### src/rtl/brisc_pkg.sv
// Shared core widths and the writeback entry type.
// Also holds the default sizing of the writeback arbiter.
package brisc_pkg;

    localparam int XLEN       = 32;
    localparam int REG_BITS   = 5;
    localparam int WB_NUM_SRC = 2;
    localparam int WB_DEPTH   = 2;

    typedef struct packed {
        logic [REG_BITS-1:0] rd;
        logic [XLEN-1:0]     data;
    } wb_entry_t;

endpackage

### src/rtl/wb_src_fifo.sv
// Single-channel synchronous FIFO for writeback entries.
// Flush and reset both empty it; push and pop may occur in the same cycle.
module wb_src_fifo
    import brisc_pkg::*;
#(
    parameter int  DEPTH   = WB_DEPTH,
    parameter type entry_t = wb_entry_t
) (
    input  logic                     clk,
    input  logic                     reset,
    input  logic                     flush_i,
    input  logic                     push_i,
    input  logic                     pop_i,
    input  entry_t                   data_i,
    output entry_t                   data_o,
    output logic                     full_o,
    output logic                     empty_o,
    output logic [$clog2(DEPTH):0]   count_o
);

    localparam int PW = $clog2(DEPTH);
    localparam logic [PW:0] FULL_CNT = (PW+1)'(DEPTH);

    entry_t          mem_q [DEPTH];
    logic [PW-1:0]   wr_ptr_q;
    logic [PW-1:0]   rd_ptr_q;
    logic [PW:0]     count_q;

    always_ff @(posedge clk) begin
        if (reset || flush_i) begin
            wr_ptr_q <= '0;
            rd_ptr_q <= '0;
            count_q  <= '0;
        end else begin
            if (push_i) wr_ptr_q <= wr_ptr_q + 1'b1;
            if (pop_i)  rd_ptr_q <= rd_ptr_q + 1'b1;
            case ({push_i, pop_i})
                2'b10:   count_q <= count_q + 1'b1;
                2'b01:   count_q <= count_q - 1'b1;
                default: count_q <= count_q;
            endcase
        end
    end

    // Storage needs no reset: an entry is only visible once count covers it.
    always_ff @(posedge clk) begin
        if (push_i) mem_q[wr_ptr_q] <= data_i;
    end

    assign data_o  = mem_q[rd_ptr_q];
    assign full_o  = (count_q == FULL_CNT);
    assign empty_o = (count_q == '0);
    assign count_o = count_q;

endmodule

### src/rtl/wb_arbiter.sv
// Writeback stage: NUM_SRC result channels, each buffered in a small FIFO,
// merged round-robin onto one registered register-file write port.
module wb_arbiter
    import brisc_pkg::*;
#(
    parameter int NUM_SRC  = WB_NUM_SRC,
    parameter int DEPTH    = WB_DEPTH,
    parameter int XLEN     = brisc_pkg::XLEN,
    parameter int REG_BITS = brisc_pkg::REG_BITS
) (
    input  logic                          clk,
    input  logic                          reset,
    input  logic                          flush_in,
    input  logic [NUM_SRC-1:0]            src_valid_in,
    output logic [NUM_SRC-1:0]            src_ready_out,
    input  logic [NUM_SRC*REG_BITS-1:0]   src_rd_in,
    input  logic [NUM_SRC*XLEN-1:0]       src_data_in,
    output logic                          reg_write_out,
    output logic [REG_BITS-1:0]           rd_out,
    output logic [XLEN-1:0]               result_out,
    output logic [$clog2(NUM_SRC)-1:0]    grant_src_out,
    output logic                          conflict_out
);

    localparam int IDX_W = $clog2(NUM_SRC);
    localparam int CNT_W = $clog2(DEPTH) + 1;
    localparam logic [CNT_W-1:0] FULL_CNT = CNT_W'(DEPTH);

    typedef struct packed {
        logic [REG_BITS-1:0] rd;
        logic [XLEN-1:0]     data;
    } entry_t;

    entry_t              head [NUM_SRC];
    logic [CNT_W-1:0]    fifo_count [NUM_SRC];
    logic [NUM_SRC-1:0]  fifo_empty;
    logic [NUM_SRC-1:0]  fifo_full;
    logic [NUM_SRC-1:0]  head_valid;
    logic [NUM_SRC-1:0]  push;
    logic [NUM_SRC-1:0]  grant;

    logic                hi_found;
    logic                lo_found;
    logic [IDX_W-1:0]    hi_idx;
    logic [IDX_W-1:0]    lo_idx;
    logic                found;
    logic                multi;
    logic [IDX_W-1:0]    winner;
    entry_t              win_entry;

    logic                reg_write_q;
    logic                conflict_q;
    logic [REG_BITS-1:0] rd_q;
    logic [XLEN-1:0]     result_q;
    logic [IDX_W-1:0]    grant_src_q;
    logic [IDX_W-1:0]    rr_ptr_q;

    generate
        for (genvar i = 0; i < NUM_SRC; i++) begin : g_src
            entry_t in_entry;

            assign in_entry.rd   = src_rd_in[i*REG_BITS +: REG_BITS];
            assign in_entry.data = src_data_in[i*XLEN +: XLEN];

            // Ready comes from the registered count only, never from this cycle's grant.
            assign src_ready_out[i] = (fifo_count[i] != FULL_CNT);
            assign push[i] = src_valid_in[i] && src_ready_out[i] && (in_entry.rd != '0);

            wb_src_fifo #(
                .DEPTH   (DEPTH),
                .entry_t (entry_t)
            ) u_fifo (
                .clk     (clk),
                .reset   (reset),
                .flush_i (flush_in),
                .push_i  (push[i]),
                .pop_i   (grant[i]),
                .data_i  (in_entry),
                .data_o  (head[i]),
                .full_o  (fifo_full[i]),
                .empty_o (fifo_empty[i]),
                .count_o (fifo_count[i])
            );
        end
    endgenerate

    assign head_valid = ~fifo_empty;
    assign multi      = ($countones(head_valid) > 1);

    // Lowest candidate above rr_ptr wins; otherwise wrap to the lowest candidate overall.
    always_comb begin
        hi_found = 1'b0;
        lo_found = 1'b0;
        hi_idx   = '0;
        lo_idx   = '0;
        for (int j = NUM_SRC - 1; j >= 0; j--) begin
            if (head_valid[j]) begin
                lo_found = 1'b1;
                lo_idx   = IDX_W'(j);
                if (IDX_W'(j) > rr_ptr_q) begin
                    hi_found = 1'b1;
                    hi_idx   = IDX_W'(j);
                end
            end
        end
        found  = lo_found;
        winner = hi_found ? hi_idx : lo_idx;
    end

    always_comb begin
        grant     = '0;
        win_entry = '0;
        for (int j = 0; j < NUM_SRC; j++) begin
            if (found && (winner == IDX_W'(j))) begin
                grant[j]  = 1'b1;
                win_entry = head[j];
            end
        end
    end

    always_ff @(posedge clk) begin
        if (reset || flush_in) begin
            reg_write_q <= 1'b0;
            conflict_q  <= 1'b0;
            rd_q        <= '0;
            result_q    <= '0;
            grant_src_q <= '0;
            rr_ptr_q    <= IDX_W'(NUM_SRC - 1);
        end else begin
            reg_write_q <= found;
            conflict_q  <= multi;
            if (found) begin
                rd_q        <= win_entry.rd;
                result_q    <= win_entry.data;
                grant_src_q <= winner;
                rr_ptr_q    <= winner;
            end
        end
    end

    assign reg_write_out = reg_write_q;
    assign conflict_out  = conflict_q;
    assign rd_out        = rd_q;
    assign result_out    = result_q;
    assign grant_src_out = grant_src_q;

`ifndef SYNTHESIS
    always_ff @(posedge clk) begin
        if (!reset) begin
            assert ($onehot0(grant));
            assert ((push & fifo_full) == '0);
            assert ((grant & fifo_empty) == '0);
        end
    end
`endif

endmodule

### config.mk
export PLATFORM = sky130hd
export DESIGN_NAME = wb_arbiter
export DESIGN_NICKNAME = d
export VERILOG_FILES = /design/src/rtl/brisc_pkg.sv /design/src/rtl/wb_src_fifo.sv /design/src/rtl/wb_arbiter.sv
export SDC_FILE = /design/constraint.sdc
export NUM_CORES = 1
export LEC_CHECK = 0
export ABC_AREA = 1
export CORE_UTILIZATION = 40
export CTS_CLUSTER_DIAMETER = 60
export DETAILED_ROUTE_END_ITERATION = 8
export DONT_BUFFER_PORTS = 1
export PLACE_DENSITY = 0.64
export SLEW_MARGIN = 10
export SYNTH_ARGS = -nofsm -noshare
export SYNTH_HDL_FRONTEND = slang
export SYNTH_SLANG_ARGS = --single-unit
### constraint.sdc
create_clock -name clk -period 2.8 [get_ports clk]
set_input_delay 0 -clock clk [delete_from_list [all_inputs] [get_ports clk]]
set_output_delay 0 -clock clk [all_outputs]
set_load 0.005 [all_outputs]
==> results by group, run 1 <==
Global routing
  • Global-route wire length before repair: 28680 µm
  • Pin count of the biggest net entering global routing: 75
  • GRT Total Usage: 18.97%
  • Overflow after GRT: 0
  • Vias in the first global route: 5416
  • Initial antenna violation count: 3

Layout
  • Most frequent cells in the layout: 313 x nand2_1, 148 x edfxtp_1, 79 x inv_1
  • Layout cells sized above 1: 6.727%
  • Register area: 5468 µm²
  • Layout area overhead: 21.05%
  • Multi-input logic area: 2011 µm²
  • Filler cells: 1811
  • Fin cells: 1145
  • Post-Layout Inst Area: 9678 µm²
  • Commonest non-fill, non-tap cell in the layout: nand2_1
  • Final nets: 945

Clock network
  • Clock Latency Late Sink: 0.43 ns
  • Inserted Clock Buffers: 17
  • H-tree depth: 4
  • Post_cts resized: 0
  • Clk sinks: 199
  • Post-CTS Hold Fix Bufs: 78
  • Root buf cell: clkbuf_16
  • Postcts setup bufs: 0
  • CTS tree: built
  • CTS Buffer Depth: 2
  • Clock transition at path regs: 0.07 ns

Synth
  • Ys Warns: 0
  • Syn_area_per_cell: 10.09 µm²
  • Post-synthesis register bit count: 199
  • Synth area leader: edfxtp_1
  • Synth Instances: 792
  • Netlist cell types: 24
  • Sequential-to-total area share from yosys stat: 68.36%
  • Synth top area share: 55.59%
  • Synthesized cell area: 7995 µm²
  • Post-synth net total: 873
  • Synth top area cells: edfxtp_1 56%, nand2_1 15%, dfxtp_1 13%

Detailed routing
  • WL/cell: 15.93 µm
  • DRC violations left: 0
  • Initial drt markers: 344
  • WL final: 18240 µm
  • DR vias: 5381
  • Drt first pass iters: 4
  • Vias per cell: 4.700
  • Routed Antenna Nets: 0

Worst hold path
  • Hold Path Class: input port to register

Place
  • Placed Cells: 1032
  • # port buffers: 0
  • Placer Congestion: 0.7502
  • DP Area: 8252 µm²
  • Post-DP HPWL: 11290 µm

Floorplanning
  • Starting Density: 40.95%
  • Die Y: 143.4 µm
  • Die ar.: 20560 µm²
  • Number of I/O pins: 121
  • Floorplan core area: 19530 µm²
  • Die X: 143.4 µm
  • Num rows: 51

Critical path
  • Critical path launch point type: register
  • Critical path type: register to register
  • CP required: 3.13 ns
  • Crit-path max FO: 5
  • CP endpoint kind: register
  • CP Data Arrival Time: 2.41 ns

Timing
  • Worst hold slack: 0.02910 ns
  • Relative slew slack: 29.86%
  • Slew Viols, Final: 0
  • Tcrit/Tclk final: 74.24%
  • Fmax: 481.0 MHz
  • Clk_skew: 0.01534 ns
  • Worst slew pin tran: 1.049 ns
  • RSZ-0062 raised after global routing: no
  • Final setup TNS: 0 ns
  • Hold Fails Final Rpt: 0
  • Final setup viols: 0
  • Min Tclk post-route: 2.079 ns

Power
  • Power per cell area: 719.5 nW/µm²
  • Total power: 6963 µW
  • Leakage: 0.004268 µW
  • Peak VDD IR: 0.0004928 V

Status
  • Status: completed

Job
  • Max Cap Viol: 0
==> logic make-up (layout without fill, tap and decap cells) <==
logic type      Yosys count  count (layout)  synth area share, %
flops                   199             199                68.36
other cells               0               3                    0
simple gates            415             415                21.00
buf+inv                 123             208                6.839
compound gates           53              53                3.490
fa+ha+maj                 2               2               0.3129
==> synth_stat cells (all sizes together) <==
cell      n
nor2     21
inv      85
clkbuf    8
nand3b    2
a21oi     9
nand3    76
nand2   315
a21boi    2
o21ai    40
buf      30
ha        2
o21bai    2
nor3      1
edfxtp  148
dfxtp    51
==> registers in the layout, summed over array words and instances, names as in the netlist, named ones only <==
register               flops
g_src.u_fifo.wr_ptr_q      2
grant_src_out              1
result_out                32
g_src.u_fifo.rd_ptr_q      2
rd_out                     5
reg_write_out              1
g_src.u_fifo.count_o       4
conflict_out               1
g_src.u_fifo.mem_q       148
rr_ptr_q                   1
==> layer usage <==
metal	wire length, µm	vias up	track usage, %
met4	222	0	7.279
met2	9226	126	33.06
met3	1057	18	4.598
met5	0	-	0
met1	7736	2524	22.55
li1	-	2713	-
==> stage by stage <==
stage	setup slack, ns	utilization, %
finish	0.7212	49.56
floorplan	0.5202	-
detailed placement	0.7393	42.26
global route	0.4987	49.56
CTS	0.6806	49.53
global placement	0.8617	42.26
==> worst max-delay path, stage by stage, from the launching register on <==
cell and delay, ns:
dfxtp_1 0.48, inv_1 0.13, a21boi_0 0.33, nand2_1 0.17, ha_1 0.33, o21bai_1 0.17, a21oi_1 0.18, nand2_1 0.08
nand2_1 0.06, nor2_1 0.05
==> final timing paths <==
check / startpoint / endpoint / slack (ns) / cells past startpoint
max: g_src[0].u_fifo.count_o[0] / g_src[0].u_fifo.count_o[1] / 0.72 / 9
min reg2reg: grant_src_out / grant_src_out / 0.50 / 2
max reg2reg: g_src[0].u_fifo.count_o[0] / g_src[0].u_fifo.count_o[1] / 0.72 / 9
min: flush_in / result_out[25] / 0.03 / 6
==> area by class of cell <==
| class | instances | share of cell area [%] |
|---|---|---|
| antenna | 3 | 0.07757 |
| clock buffer | 20 | 4.615 |
| clock inverter | 12 | 1.978 |
| inverter | 85 | 3.297 |
| multi-input combinational | 470 | 20.78 |
| sequential | 199 | 56.50 |
| tap | 265 | 3.426 |
| timing repair buffer | 91 | 9.334 |
==> power breakdown <==
group	switching, µW	total [µW]	leakage (µW)	internal (µW)
Sequential	80.1	3440	0.00180	3360
Clock	1110	2650	0.000305	1540
Combinational	579	875	0.00216	296
(Power assumes the default switching activity.)
==> run 2, diff against run 1 <==
--- a/config.mk
+++ b/config.mk
@@ -10,7 +10,7 @@
 export CTS_CLUSTER_DIAMETER = 60
 export DETAILED_ROUTE_END_ITERATION = 8
 export DONT_BUFFER_PORTS = 1
-export PLACE_DENSITY = 0.64
+export PLACE_DENSITY = 0.62
 export SLEW_MARGIN = 10
 export SYNTH_ARGS = -nofsm -noshare
 export SYNTH_HDL_FRONTEND = slang
==> constraint.sdc (replaced) <==
create_clock -name clk -period 2.1 [get_ports clk]
set_input_delay 0 -clock clk [delete_from_list [all_inputs] [get_ports clk]]
set_output_delay 0 -clock clk [all_outputs]
set_load 0.005 [all_outputs]
==> results by group, run 2 (same netlist as run 1, synthesis figures left out) <==
Status
  • Status: completed (unchanged)

Critical path
  • Reg-to-reg endpoint: g_src[1].u_fifo.count_o[1] (was g_src[0].u_fifo.count_o[1])
  • R2r setup slk: 0.26 ns (was 0.72 ns)
  • CP required: 2.42 ns (was 3.13 ns)
  • CP Cell Sequence: inv_1 > a21boi_1 > nand2_1 > ha_1 > o21bai_1 > a21oi_1 > nand2_1 > nand2_1 > nor2_1 (was inv_1 > a21boi_0 > nand2_1 > ha_1 > o21bai_1 > a21oi_1 > nand2_1 > nand2_1 > nor2_1)
  • Crit-path max FO: 4 (was 5)
  • Critical path launch point type: register (unchanged)
  • RR Startpoint: g_src[1].u_fifo.count_o[0] (was g_src[0].u_fifo.count_o[0])
  • Reg2reg path depth: 9 (unchanged)
  • Slowest stage delay, CP: 0.38 ns (was 0.48 ns)
  • CP endpoint kind: register (unchanged)
  • Critical path type: register to register (unchanged)
  • Most frequent CP cell: nand2_1 (unchanged)
  • CP Data Arrival Time: 2.16 ns (was 2.41 ns)
  • CP max-delay cell: dfxtp_1 (unchanged)

Power
  • Power per cell area: 925.1 nW/µm² (was 719.5 nW/µm²)
  • Peak VDD IR: 0.0006137 V (was 0.0004928 V)
  • Total power: 8954 µW (was 6963 µW)
  • Leakage: 0.004283 µW (was 0.004268 µW)

Timing
  • Relative slew slack: 64.09% (was 29.86%)
  • Tcrit/Tclk final: 87.55% (was 74.24%)
  • RSZ-0062 raised after global routing: no (unchanged)
  • Worst slew pin tran: 0.5374 ns (was 1.049 ns)
  • Final setup viols: 0 (unchanged)
  • Hold Fails Final Rpt: 0 (unchanged)
  • Min Tclk post-route: 1.838 ns (was 2.079 ns)
  • Slew Viols, Final: 0 (unchanged)
  • Fmax: 543.9 MHz (was 481.0 MHz)
  • Final setup TNS: 0 ns (unchanged)
  • Clk_skew: 0.01009 ns (was 0.01534 ns)

Floorplanning
  • Number of I/O pins: 121 (unchanged)
  • Die X: 143.4 µm (unchanged)
  • Die ar.: 20560 µm² (unchanged)
  • Starting Density: 40.95% (unchanged)
  • Die Y: 143.4 µm (unchanged)
  • Num rows: 51 (unchanged)
  • Floorplan core area: 19530 µm² (unchanged)

Detailed routing
  • WL final: 18180 µm (was 18240 µm)
  • Drt first pass iters: 4 (unchanged)
  • Initial drt markers: 333 (was 344)
  • DRC violations left: 0 (unchanged)
  • WL/cell: 15.80 µm (was 15.93 µm)
  • DR vias: 5373 (was 5381)
  • Routed Antenna Nets: 0 (unchanged)
  • Vias per cell: 4.668 (was 4.700)

Layout
  • Final nets: 952 (was 945)
  • Fin cells: 1151 (was 1145)
  • Layout cells sized above 1: 7.248% (was 6.727%)
  • Biggest register: g_src.u_fifo.mem_q (unchanged)
  • Commonest non-fill, non-tap cell in the layout: nand2_1 (unchanged)
  • Multi-input logic area: 2011 µm² (unchanged)
  • Post-Layout Inst Area: 9679 µm² (was 9678 µm²)
  • Most frequent cells in the layout: 313 x nand2_1, 148 x edfxtp_1, 79 x inv_1 (unchanged)
  • Largest register FFs: 148 (unchanged)
  • Register area: 5468 µm² (unchanged)
  • Filler cells: 1785 (was 1811)
  • Layout area overhead: 21.06% (was 21.05%)

Clock network
  • H-tree depth: 4 (unchanged)
  • Postcts setup bufs: 0 (unchanged)
  • Clk sinks: 199 (unchanged)
  • Inserted Clock Buffers: 17 (unchanged)
  • CTS tree: built (unchanged)
  • Clock transition at path regs: 0.07 ns (about the same)
  • Root buf cell: clkbuf_16 (unchanged)
  • Clock Latency Late Sink: 0.42 ns (was 0.43 ns)
  • CTS Buffer Depth: 2 (unchanged)

Worst hold path
  • Hold endpoint: g_src[0].u_fifo.mem_q[0][16] (was result_out[25])
  • Hold Path Class: input port to register (unchanged)
  • Hold depth: 1 (was 6)
  • Hold_sp: src_data_in[16] (was flush_in)

Place
  • Placer Congestion: 0.7651 (was 0.7502)
  • # port buffers: 0 (unchanged)
  • Placed Cells: 1039 (was 1032)
  • DP Area: 8329 µm² (was 8252 µm²)
  • Post-DP HPWL: 11150 µm (was 11290 µm)

Global routing
  • Vias in the first global route: 5187 (was 5416)
  • Global-route wire length before repair: 27950 µm (was 28680 µm)
  • GRT Total Usage: 18.45% (was 18.97%)
  • Pin count of the biggest net entering global routing: 75 (unchanged)
  • Overflow after GRT: 0 (unchanged)
  • Initial antenna violation count: 3 (unchanged)

Job
  • Max Cap Viol: 0 (unchanged)
run 2: cell types whose count changed in the layout (fill, tap and decap cells not counted):
cell        previous run  this run
a21boi_1               0         1
clkinv_1               0         2
buf_12                 2         4
buf_4                 11        16
clkbuf_1               2         1
a21boi_0               2         1
inv_6                  4         1
clkinv_8               1         0
clkbuf_8               1         0
clkinv_2               1         4
inv_8                  0         1
clkinv_4               0         2
bufinv_16              4         2
clkinvlp_4             2         1
run 2: critical path, delay by kind of cell, from the launching register on:
kind                       cells  cell delay, ns
DFF                            1            0.38
adders and majority gates      1            0.34
buffers and inverters          1            0.10
and+or+nand+nor                4            0.32
AOI/OAI and AO/OA              3            0.58
run 2: cell type report:
type	count	area share (%)
multi-input combinational	470	20.77
inverter	85	3.296
clock inverter	13	1.370
tap	265	3.426
timing repair buffer	98	10.13
antenna	3	0.07756
clock buffer	18	4.434
sequential	199	56.49
run 2: repair_timing:
item,CTS,global route
hold endpoints to repair,174,24
hold buffers,78,1
resized for setup,0,1
setup endpoints to repair,0,5
run 2: worst max path at each step:
stage                                          start                           to  slack (ns)  cells past startpoint
after detailed placement  g_src[1].u_fifo.count_o[0]   g_src[1].u_fifo.count_o[1]        0.18                      9
after global routing      g_src[1].u_fifo.count_o[0]   g_src[1].u_fifo.count_o[1]        0.10                      9
after global placement    g_src[1].u_fifo.count_o[0]   g_src[1].u_fifo.count_o[1]        0.29                      9
final                     g_src[1].u_fifo.count_o[0]   g_src[1].u_fifo.count_o[1]        0.26                      9
after floorplan           g_src[0].u_fifo.count_o[0]  g_src[0].u_fifo.mem_q[1][0]        0.06                      4
after CTS                                      reset                    rd_out[0]        0.13                      8
run 2: per-layer routing:
| layer | share of wire (%) | up-vias | track usage (%) |
|---|---|---|---|
| li1 | - | 2718 | - |
| met1 | 45 | 2526 | 23.79 |
| met4 | 0.58 | 0 | 5.095 |
| met2 | 49 | 124 | 30.35 |
| met3 | 5.8 | 5 | 5.165 |
| met5 | 0 | - | 0 |
run 2: power by group:
group,total [µW],internal [µW],switching (µW),leakage [µW]
Combinational,1230,426,802,0.00220
Clock,3150,1750,1400,0.000277
Sequential,4580,4480,98.2,0.00180
run 2: through the flow:
stage	util, %	hold slack, ns	setup slack (ns)
floorplan	-	0.09887	0.05766
global placement	42.66	0.09898	0.2869
detailed placement	42.66	0.09897	0.1834
CTS	49.53	0.2047	0.1284
global route	49.57	0.2004	0.1018
finish	49.57	0.2238	0.2615
==> run 3, diff against run 2 <==
--- a/config.mk
+++ b/config.mk
@@ -7,7 +7,9 @@
 export LEC_CHECK = 0
 export ABC_AREA = 1
 export CORE_UTILIZATION = 40
+export CTS_BUF_LIST = sky130_fd_sc_hd__clkbuf_16
 export CTS_CLUSTER_DIAMETER = 60
+export CTS_CLUSTER_SIZE = 8
 export DETAILED_ROUTE_END_ITERATION = 8
 export DONT_BUFFER_PORTS = 1
 export PLACE_DENSITY = 0.62
==> results by group, run 3 (same netlist as run 1, synthesis figures left out) <==
Status
  • Status: completed (unchanged)

Clock network
  • Inserted Clock Buffers: 17 (unchanged)
  • Postcts setup bufs: 0 (unchanged)
  • CTS tree: built (unchanged)
  • CTS Buffer Depth: 2 (unchanged)
  • Clock transition at path regs: 0.07 ns (about the same)
  • H-tree depth: 4 (unchanged)
  • Root buf cell: clkbuf_16 (unchanged)
  • Clk sinks: 199 (unchanged)
  • Clock Latency Late Sink: 0.43 ns (was 0.42 ns)

Critical path
  • Critical path launch point type: register (unchanged)
  • CP required: 2.41 ns (was 2.42 ns)
  • CP Data Arrival Time: 2.16 ns (about the same)
  • Critical path type: register to register (unchanged)
  • CP endpoint kind: register (unchanged)
  • Crit-path max FO: 4 (unchanged)

Power
  • Peak VDD IR: 0.0006101 V (was 0.0006137 V)
  • Power per cell area: 925.0 nW/µm² (was 925.1 nW/µm²)
  • Total power: 8953 µW (was 8954 µW)
  • Leakage: 0.004287 µW (was 0.004283 µW)

Global routing
  • Pin count of the biggest net entering global routing: 75 (unchanged)
  • GRT Total Usage: 18.45% (unchanged)
  • Overflow after GRT: 0 (unchanged)
  • Vias in the first global route: 5187 (unchanged)
  • Global-route wire length before repair: 27950 µm (unchanged)
  • Initial antenna violation count: 3 (unchanged)

Timing
  • Clk_skew: 0.01384 ns (was 0.01009 ns)
  • Hold Fails Final Rpt: 0 (unchanged)
  • Worst slew pin tran: 0.5364 ns (was 0.5374 ns)
  • Fmax: 542.4 MHz (was 543.9 MHz)
  • Final setup viols: 0 (unchanged)
  • Worst hold slack: 0.2276 ns (was 0.2238 ns)
  • Slew Viols, Final: 0 (unchanged)
  • Min Tclk post-route: 1.844 ns (was 1.838 ns)
  • Relative slew slack: 64.15% (was 64.09%)
  • RSZ-0062 raised after global routing: no (unchanged)
  • Final setup TNS: 0 ns (unchanged)
  • Tcrit/Tclk final: 87.79% (was 87.55%)

Floorplanning
  • Die ar.: 20560 µm² (unchanged)
  • Num rows: 51 (unchanged)
  • Starting Density: 40.95% (unchanged)
  • Die Y: 143.4 µm (unchanged)
  • Floorplan core area: 19530 µm² (unchanged)
  • Die X: 143.4 µm (unchanged)
  • Number of I/O pins: 121 (unchanged)

Detailed routing
  • Vias per cell: 4.716 (was 4.668)
  • Drt first pass iters: 7 (was 4)
  • WL/cell: 15.80 µm (about the same)
  • Routed Antenna Nets: 0 (unchanged)
  • DRC violations left: 0 (unchanged)
  • WL final: 18190 µm (was 18180 µm)
  • DR vias: 5428 (was 5373)
  • Initial drt markers: 328 (was 333)

Layout
  • Filler cells: 1785 (unchanged)
  • Commonest non-fill, non-tap cell in the layout: nand2_1 (unchanged)
  • Layout cells sized above 1: 7.248% (unchanged)
  • Layout area overhead: 21.06% (unchanged)
  • Multi-input logic area: 2011 µm² (unchanged)
  • Register area: 5468 µm² (unchanged)
  • Most frequent cells in the layout: 313 x nand2_1, 148 x edfxtp_1, 80 x inv_1 (was 313 x nand2_1, 148 x edfxtp_1, 79 x inv_1)
  • Biggest register: g_src.u_fifo.mem_q (unchanged)
  • Largest register FFs: 148 (unchanged)
  • Fin cells: 1151 (unchanged)
  • Final nets: 952 (unchanged)

Place
  • Placed Cells: 1039 (unchanged)
  • Placer Congestion: 0.7651 (unchanged)
  • # port buffers: 0 (unchanged)
  • Post-DP HPWL: 11150 µm (unchanged)

Job
  • Max Cap Viol: 0 (unchanged)

Worst hold path
  • Hold Path Class: input port to register (unchanged)
==> run 3: path summary, 6_finish.rpt <==
kind         slack [ns]                       start  depth (start not counted)                      endpoint
max                0.26  g_src[1].u_fifo.count_o[0]                          9    g_src[1].u_fifo.count_o[1]
min reg2reg        0.50               grant_src_out                          2                 grant_src_out
min                0.23             src_data_in[11]                          1  g_src[0].u_fifo.mem_q[1][11]
max reg2reg        0.26  g_src[1].u_fifo.count_o[0]                          9    g_src[1].u_fifo.count_o[1]
==> run 3: through the flow <==
stage / cell area, µm² / util, % / worst slack, ns
after CTS: 9672 / 49.53 / 0.1284
after global placement: 8329 / 42.66 / 0.2869
after floorplan: 8010 / - / 0.05766
final: 9679 / 49.57 / 0.2565
after global routing: 9679 / 49.57 / 0.1018
after detailed placement: 8329 / 42.66 / 0.1834
==> run 3: repair_timing <==
item                                    4_1_cts  5_1_grt
hold buffers                                 78        1
hold endpoints to repair                    174       24
resized for setup                             0        1
endpoints found under the setup margin        0        5
==> run 3: power by group <==
part           leakage, µW  internal [µW]  switching (µW)
Sequential         0.00180           4480            98.2
Clock             0.000281           1740            1400
Combinational      0.00220            426             801
Total              0.00429           6650            2300
==> run 3: area by class of cell <==
| class | count | share of cell area (%) |
|---|---|---|
| well taps | 265 | 3.426 |
| clock inverters | 14 | 1.409 |
| multi-input cells | 470 | 20.77 |
| inverters | 85 | 3.296 |
| clock buffers | 17 | 4.395 |
| flip-flops and latches | 199 | 56.49 |
| diodes | 3 | 0.07756 |
| repair buffers | 98 | 10.13 |
==> run 3: per-layer routing <==
layer / routed length [µm] / track usage, %
met5: 0 / 0
met4: 145 / 5.095
met3: 940 / 5.165
met2: 8862 / 30.35
met1: 8238 / 23.79
==> run 3: critical path, cell delays in order, from the launching register on <==
cell and delay [ns]:
dfxtp_1 0.38, inv_1 0.10, a21boi_1 0.25, nand2_1 0.16, ha_1 0.34, o21bai_1 0.16, a21oi_1 0.18, nand2_1 0.07
nand2_1 0.06, nor2_1 0.03
